[src/rtl/ppcm_wb_line_reader.sv]
// Read-only Wishbone slave that serves CPU word reads from a one-line (4 x 32-bit)
// buffer and refills that buffer with 4-word bursts from the parallel PCM core.
module ppcm_wb_line_reader #(
   parameter int ADDR_BITS = 24
) (
   input  logic                 clk,
   input  logic                 rst,
   input  logic                 wb_cyc_i,
   input  logic                 wb_stb_i,
   input  logic                 wb_we_i,
   input  logic [ADDR_BITS-3:0] wb_addr_i,
   output logic [31:0]          wb_data_o,
   output logic                 wb_ack_o,
   output logic                 wb_err_o,
   input  logic                 flush,
   output logic                 core_cs,
   output logic                 core_burst,
   output logic [ADDR_BITS-3:0] core_addr,
   input  logic [31:0]          core_dout,
   input  logic                 core_busy,
   input  logic                 core_ack
);

   localparam int TW = ADDR_BITS - 4;

   // state  | meaning
   // S_IDLE | serve hits / reject writes / start a refill on a miss
   // S_FILL | burst in progress, capturing one word per core_ack
   // S_RESP | line complete, answer the pending read if still requested
   typedef enum logic [1:0] {S_IDLE, S_FILL, S_RESP} state_t;

   state_t          state_q, state_d;
   logic            line_valid_q, line_valid_d;
   logic [TW-1:0]   tag_q, tag_d;
   logic [TW-1:0]   ftag_q, ftag_d;
   logic [1:0]      fword_q, fword_d;
   logic [1:0]      cnt_q, cnt_d;
   logic            flushed_q, flushed_d;
   logic [3:0][31:0] line_q, line_d;
   logic [31:0]     data_q, data_d;
   logic            ack_q, ack_d;
   logic            err_q, err_d;
   logic            cs_q, cs_d;

   logic            req;
   logic            hit;

   assign req = wb_cyc_i & wb_stb_i & ~ack_q & ~err_q;
   // A flush in the same cycle as a lookup forces a miss.
   assign hit = line_valid_q & (tag_q == wb_addr_i[ADDR_BITS-3:2]) & ~flush;

   always_comb begin
      state_d      = state_q;
      line_valid_d = line_valid_q;
      tag_d        = tag_q;
      ftag_d       = ftag_q;
      fword_d      = fword_q;
      cnt_d        = cnt_q;
      flushed_d    = flushed_q;
      line_d       = line_q;
      data_d       = data_q;
      ack_d        = 1'b0;
      err_d        = 1'b0;
      cs_d         = cs_q;

      unique case (state_q)
         S_IDLE: begin
            if (flush) line_valid_d = 1'b0;
            if (req) begin
               if (wb_we_i) begin
                  err_d = 1'b1;
               end else if (hit) begin
                  ack_d  = 1'b1;
                  data_d = line_q[wb_addr_i[1:0]];
               end else if (!core_busy) begin
                  ftag_d       = wb_addr_i[ADDR_BITS-3:2];
                  fword_d      = wb_addr_i[1:0];
                  cnt_d        = 2'd0;
                  flushed_d    = 1'b0;
                  line_valid_d = 1'b0;
                  cs_d         = 1'b1;
                  state_d      = S_FILL;
               end
            end
         end
         S_FILL: begin
            if (flush) flushed_d = 1'b1;
            if (core_ack) begin
               line_d[cnt_q] = core_dout;
               cnt_d         = cnt_q + 2'd1;
               if (cnt_q == 2'd3) begin
                  cs_d         = 1'b0;
                  tag_d        = ftag_q;
                  line_valid_d = ~(flushed_q | flush);
                  state_d      = S_RESP;
               end
            end
         end
         S_RESP: begin
            if (flush) line_valid_d = 1'b0;
            if (wb_cyc_i && wb_stb_i) begin
               ack_d  = 1'b1;
               data_d = line_q[fword_q];
            end
            state_d = S_IDLE;
         end
         default: state_d = S_IDLE;
      endcase
   end

   always_ff @(posedge clk or posedge rst) begin
      if (rst) begin
         state_q      <= S_IDLE;
         line_valid_q <= 1'b0;
         tag_q        <= '0;
         ftag_q       <= '0;
         fword_q      <= 2'd0;
         cnt_q        <= 2'd0;
         flushed_q    <= 1'b0;
         line_q       <= '0;
         data_q       <= '0;
         ack_q        <= 1'b0;
         err_q        <= 1'b0;
         cs_q         <= 1'b0;
      end else begin
         state_q      <= state_d;
         line_valid_q <= line_valid_d;
         tag_q        <= tag_d;
         ftag_q       <= ftag_d;
         fword_q      <= fword_d;
         cnt_q        <= cnt_d;
         flushed_q    <= flushed_d;
         line_q       <= line_d;
         data_q       <= data_d;
         ack_q        <= ack_d;
         err_q        <= err_d;
         cs_q         <= cs_d;
      end
   end

   assign wb_data_o  = data_q;
   assign wb_ack_o   = ack_q;
   assign wb_err_o   = err_q;
   assign core_cs    = cs_q;
   assign core_burst = cs_q;
   assign core_addr  = {ftag_q, 2'b00};

endmodule

[config.mk]
export PLATFORM = sky130hd
export DESIGN_NAME = ppcm_wb_line_reader
export DESIGN_NICKNAME = d
export VERILOG_FILES = /design/src/rtl/ppcm_wb_line_reader.sv
export SDC_FILE = /design/constraint.sdc
export NUM_CORES = 1
export LEC_CHECK = 0
export CORE_MARGIN = 2
export CORE_UTILIZATION = 45
export CTS_BUF_LIST = sky130_fd_sc_hd__clkbuf_4
export CTS_CLUSTER_SIZE = 20
export DETAILED_ROUTE_END_ITERATION = 10
export PLACE_DENSITY = 0.66
export SLEW_MARGIN = 20
export SYNTH_ARGS = -nofsm -noshare
export SYNTH_HDL_FRONTEND = slang
export SYNTH_SLANG_ARGS = --single-unit
[constraint.sdc]
create_clock -name clk -period 10.41 [get_ports clk]
set_clock_uncertainty 0.15 [all_clocks]
set_input_delay 3.123 -clock clk [delete_from_list [all_inputs] [get_ports clk]]
set_output_delay 3.123 -clock clk [all_outputs]
set_load 0.03 [all_outputs]
## Word-level counts from Yosys, hierarchy flattened

Cells that the tools add are included.

| storage, ports and cells | value |
|---|---|
| register bits | 211 |
| word-level logic and storage cells | 115 |

| cells by class | value |
|---|---|
| add/subtract/negate cells | 1 |
| $lt $le $gt $ge | 4 |
| equal/unequal tests | 13 |
| multiplexer cells | 54 |
| bitwise logic cells | 13 |
| reduce and logical (&&, ||, !) cells | 15 |

Operators by type and width:

| cell | number |
|---|---|
| $mux 32 | 7 |
| $bmux 32 s2 | 2 |
| $bwmux 128 | 1 |
| $demux 32 s2 | 1 |
| $pmux 32 s2 | 1 |
| $mux 1 | 25 |
| $mux 2 | 11 |
| $eq 20x20->1 | 1 |
| $ne 2x2->1 const B | 9 |
| $reduce_and 6->1 | 3 |
| $reduce_and 5->1 | 2 |
| $lt 2x3->1 const B | 3 |
| $pmux 2 s2 | 2 |
| $not 1->1 | 7 |
| $reduce_and 7->1 | 1 |
| $pmux 1 s2 | 3 |
| $reduce_and 3->1 | 2 |
| $and 1x1->1 | 5 |
| $eq 2x2->1 const B | 2 |
| $reduce_bool 2->1 | 2 |
| $pmux 1 s3 | 1 |
| $reduce_bool 3->1 | 1 |
| $add 2x1->2 const B | 1 |
| $eq 2x1->1 const B | 1 |
| other kinds (5) | 6 |

## Logic depth before layout (Yosys ltp)

Gate-level depths: netlist of run 1.

| logic depth | value |
|---|---|
| depth after elaboration | 7 |
| mapped depth | 9 |
| depth with buffers taken out | 7 |

## Worst setup path after synthesis of run 1

No wires, ideal clock.

| timing | value |
|---|---|
| path kind | in2reg |
| from | in wb_addr_i[15] |
| to | reg data_q[25], in the netlist wb_data_o[25] |
| data arrival time | 4795 ps |
| required time | 10135 ps |
| setup slack | 5340 ps |
| stages on the path | 6 |
| path buffers | 1 |
| cells stage by stage | xor2_1 > nor4_1 > nand4_2 > o32ai_4 > buf_6 > mux2_2 |

| on the way | value |
|---|---|
| longest elaborated chain between the ends | 5 |

RTL lines:

| item | RTL line | text |
|---|---|---|
| start: declaration | 11 | `input logic [ADDR_BITS-3:0] wb_addr_i,` |
| $eq 20x20->1 | 50 | `assign hit = line_valid_q & (tag_q == wb_addr_i[ADDR_BITS-3:2]) & ~flush;` |
| $and 1x1->1 (2 in series) | 50 |  |
| $ne 2x2->1 (no source line) | - |  |
| $reduce_and 5->1 (no source line) | - |  |
| end signal: assignment | 134 | `data_q <= data_d;` |
| end: declaration | 40 | `logic [31:0] data_q, data_d;` |

No other way between the ends.
A chain may end at the register's enable or synchronous reset.

## Final worst setup path of run 1

Ends and elaborated chain as after synthesis.

==> run metrics, run 1 <==
Area growth, synth to finish 20.5%; RD Place Congestion between 0.8 and 0.9; worst r2r src state_q[0]; Critical Path RT approximately 11,000 ps; Setup Crit Path Kind in2reg; CTS tree done; status complete, no violations; Hold Fails Final Rpt 0; crit end category flip-flop; largest family of logic cells by synthesized area multiplexers; Via-to-Cell Ratio ~5.5; Comb pwr share between 30% and 40%; DRT iter0 DRCs approximately 340; core area around 23,000 um^2; Worst setup startpoint wb_addr_i[15]; Boundary Pins 120; TritonCTS Sinks around 210; first-pass GRT wire length 38,300 um; CP peak stage delay approximately 500 ps; yosys warns 0; register area share after synthesis approximately 51%; Post-CTS Setup Bufs 0; CP max-delay cell buf_4; most frequent cells in the layout dfrtp_1 (209), mux2_2 (192), clkdlybuf4s50_1 (115); Synth Area per Inst between 10 and 15 um^2; clock share of power between 20% and 30%; sequential power share around 44%; Synth Area in XOR/XNOR ~1.7%; Cells after Synth 722; Max Cap Viol 0; final-report setup violation count 0; layout cell share with drive strength beyond 1 40.9%; flops & latches, synth 211; full die area around 24,000 um^2; antenna viol nets, final 0; Switch Pwr roughly 900 uW; post-synthesis async set-or-reset flop share 100%; Net Sw Frac 31.1%; simple-gate share of the synthesized area approximately 5.4%; Worst-path clk slew 60 ps; Cell Int Power slightly below 2000 uW; crit path cell chain clkdlybuf4s50_1 -> xor2_1 -> nor4_1 -> nand4_2 -> o32ai_4 -> buf_4 -> mux2_2; Cell Area, Synth 10,300 um^2; DR pass1 iterations 5; vias after detailed routing ~6,600; input/output buffers 117; maximum vdd ir drop around 0.00011 V; Post-synth EDFFs 0; crit path DAT around 5900 ps; die height 155 um; CP Launch Type input pin; fin crit share a little over half; RSZ-0062 raised after global routing false; CTS Buffer Depth 3; later-pin clock latency in the skew report between 600 and 700 ps; Die X between 150 and 200 um; Fmax roughly 180 MHz; post-DP HPWL around 14,000 um; global route overflow 0; fin nets just over 900; initial antenna violation count 1; CTS Hold Buffers Added 0; row cnt 55; vias in the first global route about 7,300; Slew Limit Fails 0; HP Start wb_ack_o; Hold WS ~310 ps; most common cell after layout, fill and taps aside dfrtp_1; WL per Instance approximately 20 um; Relative slew margins between 30% and 40%; Final Critical Period ~5500 ps; post-synth cell types 40; mux contribution to synthesized area ~36%; PwrDens between 200 and 250 nW/um^2; # diodes 0; largest net degree at the start of global routing 133; Setup TNS 0 ps; Post-route DRC 0; Synth Flop Type dfrtp_1; total track usage approximately 20%; LEAKAGE between 0.005 and 0.006 uW; R2R Setup Slk about 7000 ps; cts repair resizes 0; clock buffer count from CTS 57; drt total wl 23,500 um; Synth Area in Adders less than 1%; Worst Max-Slew Pin Slew 1010 ps; # H-tree levels 2; Synth Area in Compound Gates 1.99%; Initial Utilization a little under half; Hold Path Class reg2reg; CP Max Fanout 32; Root Driver clkbuf_4
logic make-up (layout without fill, tap and decap cells):
group,count (synthesis),after routing
AOI/OAI and AO/OA,25,25
muxes,266,266
xor gates and xnor gates,20,20
adders and majority gates,8,8
buffers and inverters,56,233
and+or+nand+nor,135,135
DFF,211,211
other,1,2
power by group through the flow:
stage	Clock [uW]	Combinational (uW)	Sequential, uW
after floorplan	0	649	1250
after global placement	0	870	1240
after detailed placement	0	897	1280
after CTS	739	899	1260
after global routing	788	960	1300
final	711	888	1260
layout make-up:
class / count / area [um^2]
Timing Repair Buffer: 126 / 1230
Inverter: 8 / 37.5
Multi-Input combinational cell: 456 / 4790
Tap cell: 285 / 357
Clock buffer: 87 / 653
Fill cell: 1884 / 10200
Clock inverter: 12 / 50.0
Sequential cell: 211 / 5280
worst max-delay path: cells and delay by family:
family                    cells  cell delay [ps]
buffers and inverters         2              940
and+or+nand+nor               2              880
muxes                         1              400
AOI/OAI and AO/OA             1              350
xor gates and xnor gates      1              180
synthesized netlist by cell type, types with 2 or more instances:
cell type  number  share of area [%]
ha_1            8               0.97
nor2_1          5               0.18
clkbuf_1       25               0.91
xor2_1         20                1.7
o211ai_1        2               0.15
nand3_1         6               0.29
mux4_2         64                 14
nor3_1          6               0.29
buf_1           9               0.33
buf_2           8               0.39
inv_1           8               0.29
o221ai_1        2               0.17
dfrtp_1       211                 51
nor4_1          5               0.30
mux2_2        192                 21
buf_6           3               0.33
buf_4           3               0.22
o21ai_0         8               0.39
mux2_1         10                1.1
nand2b_1        2               0.12
nand2_1       106                3.9
worst paths after layout:
kind                                      end  cells after the start
min in group asynchronous          line_q[28]                      2
max in group asynchronous          line_q[30]                      3
worst max-delay path            wb_data_o[25]                      7
worst min register to register       wb_err_o                      1
worst min-delay path                 wb_err_o                      1
worst max register to register  wb_data_o[25]                      8
through the flow:
| step | instances | setup slack, ps | total power, uW | utilization, % | area, um^2 |
|---|---|---|---|---|---|
| after floorplan | 723 | 1370 | 1900 | - | 10300 |
| after global placement | 1086 | 4300 | 2110 | 51.8 | 11700 |
| after detailed placement | 1086 | 4230 | 2180 | 51.8 | 11700 |
| after CTS | 1185 | 4910 | 2900 | 54.9 | 12400 |
| after global routing | 1185 | 4700 | 3050 | 55.0 | 12400 |
| final | 1185 | 4890 | 2860 | 55.0 | 12400 |
sequential cells by signal, indices dropped and copies added (netlist names):
| signal | cells |
|---|---|
| line_q | 128 |
| wb_ack_o | 1 |
| core_burst | 1 |
| state_q | 2 |
| fword_q | 2 |
| tag_q | 20 |
| wb_data_o | 32 |
| line_valid_q | 1 |
| wb_err_o | 1 |
| flushed_q | 1 |
| ftag_q | 20 |
| cnt_q | 2 |
layer usage:
metal	vias to the layer above	global-route usage, %	part of all wire (%)
met5	-	0.621	0.068
met4	2	6.33	1.8
met3	52	4.65	5.9
met2	199	34.4	50
li1	2941	-	-
met1	3366	26.0	42
Note: power is estimated with default switching activity, not from simulation.
==> run 2, diff against run 1 <==
clock period = 5.08 ns   (was 10.41 ns; I/O delays follow)
==> run 2 against run 1 <==
Sequential power up 100%. Die area stayed put. Sequential share of layout area shrank 0.43 points. Core utilization up 0.55 points. Design area grew 1.0%. Critical endpoint unchanged. Largest power group unchanged. Highest routed layer is now met4.
==> run metrics, run 2 (synthesis gave the netlist of run 1 again) <==
status complete, no violations; HP Start wb_err_o; largest net degree at the start of global routing 59 (-56%); full die area 24,100 um^2 (unchanged); later-pin clock latency in the skew report 700 ps (about the same); DR pass1 iterations 4 (-1); cts repair resizes 0 (unchanged); Post-Place Setup Slack 780 ps (-3450 ps); Max Cap Viol 0 (unchanged); first-pass GRT wire length 39,400 um (+2.9%); Largest register FFs 128 (unchanged); placed cells 1,093 (+0.64%); Final Critical Period ~3600 ps; CP peak stage delay 510 ps (about the same); FF-to-FF End line_q[93]; Area growth, synth to finish 21.7%; crit end category flip-flop; most frequent cells in the layout dfrtp_1 (209), mux2_2 (192), clkdlybuf4s50_1 (115); worst r2r src state_q[1]; Largest Register line_q; fin nets 937 (+0.75%); Root Driver clkbuf_4; clock buffer count from CTS 57 (unchanged); CP Max Fanout 32 (unchanged); CP max-delay cell nor4_1; dpl cell area 11,800 um^2 (+0.63%); Post-route DRC 0 (unchanged); TritonCTS Sinks 211 (unchanged); global route overflow 0 (unchanged); Boundary Pins 120 (unchanged); CP Launch Type input pin; Setup Crit Path Kind in2reg; most common cell after layout, fill and taps aside dfrtp_1; WHS Endpoint wb_err_o; RD Place Congestion 0.832 (+3.4%); fin area 12,500 um^2 (+1.0%); initial antenna violation count 1 (unchanged); hold depth 1 (unchanged); RSZ-0062 raised after global routing false; Hold Path Class reg2reg; crit path DAT 3990 ps (-1900 ps); Fillers 1,894 (+0.53%); final-report setup violation count 0 (unchanged); Fmax between 200 and 300 MHz; CTS tree done; fin crit share around 71%; Worst-path clk slew 70 ps (about the same); WL per Instance 20.2 um (+1.7%); fin cells 1,197 (+1.0%); drt total wl 24,200 um (+2.7%); die height 155 um (unchanged); fin util 55.5% (+0.55 points); Worst Max-Slew Pin Slew 1030 ps (+18.8 ps); Setup TNS 0 ps (unchanged); vias after detailed routing 6,623 (+0.96%); Die X 155 um (unchanged); total track usage 20.9% (+0.61 points); Hold Fails Final Rpt 0 (unchanged); Relative slew margins 31.3% (-1.3 points); Setup WS post-layout 1490 ps (-3410 ps); row cnt 55 (unchanged); Reg area 5280 um^2 (unchanged); crit path cell chain clkdlybuf4s50_1 -> xor2_1 -> nor4_1 -> nand2_1 -> o32ai_4 -> buf_12 -> mux2_2; vias in the first global route 7,536 (+3.5%); R2R Setup Slk 2210 ps (-4750 ps); Via-to-Cell Ratio 5.53 (about the same); multi-input logic area 4790 um^2 (unchanged); Post-CTS Setup Bufs 0 (unchanged); LEAKAGE 0.00583 uW (+0.88%); maximum vdd ir drop 0.000289 V (+160%); antenna viol nets, final 0 (unchanged); layout cell share with drive strength beyond 1 41.0% (+0.10 points); input/output buffers 117 (unchanged); PwrDens 475 nW/um^2 (+110%); CTS Hold Buffers Added 0 (unchanged); Worst R2R Path Depth 5 (-3); # H-tree levels 2 (unchanged); Critical Path RT 5480 ps (-5300 ps); DRT iter0 DRCs 257 (-25%); post-DP HPWL 15,100 um (+6.0%); Slew Limit Fails 0 (unchanged); CTS Buffer Depth 3 (unchanged); Initial Utilization 45.6% (unchanged); core area 22,600 um^2 (unchanged)
==> run 2: worst max path at each step <==
stage,startpoint,endpoint,depth (start not counted)
after floorplan,rst,cnt_q[0],1
after global placement,wb_addr_i[15],wb_data_o[22],7
after detailed placement,wb_addr_i[5],wb_data_o[21],7
after CTS,wb_data_o[6],wb_data_o[6],1
after global routing,wb_addr_i[5],wb_data_o[26],7
final,wb_addr_i[11],wb_data_o[25],7
==> run 2: worst max-delay path: cells and delay by family <==
kind,cells,cell delay (ps)
AND/OR/NAND/NOR,2,820
XOR/XNOR,1,170
multiplexers,1,370
buffers and inverters,2,710
AO/OA/AOI/OAI,1,360
==> run 2: per-layer routing <==
| layer | vias up | GRT usage (%) | share of wire, % |
|---|---|---|---|
| li1 | 2967 | - | - |
| met1 | 3473 | 26.0 | 42 |
| met2 | 143 | 37.2 | 52 |
| met3 | 40 | 3.70 | 3.7 |
| met4 | 0 | 6.82 | 1.8 |
| met5 | - | 0 | 0 |
==> run 2: power by group <==
part           switching (uW)  internal, uW  total (uW)  leakage [uW]
Sequential                418          2160        2580       0.00278
Combinational             709          1110        1820       0.00261
Clock                     712           849        1560      0.000442
==> run 2: area by class of cell <==
class                   count  area share, %
flip-flops and latches    211           42.2
multi-input cells         456           38.3
repair buffers            133           10.4
clock buffers              83           4.97
well taps                 285           2.85
clock inverters            19           1.04
inverters                   8          0.270
diodes                      2         0.0399
==> run 2: through the flow <==
step / hold slack [ps] / power, uW
2_1_floorplan: 335 / 3890
3_3_place_gp: 288 / 4330
6_report: 305 / 5960
4_1_cts: 308 / 6040
5_1_grt: 332 / 6320
3_5_place_dp: 300 / 4450
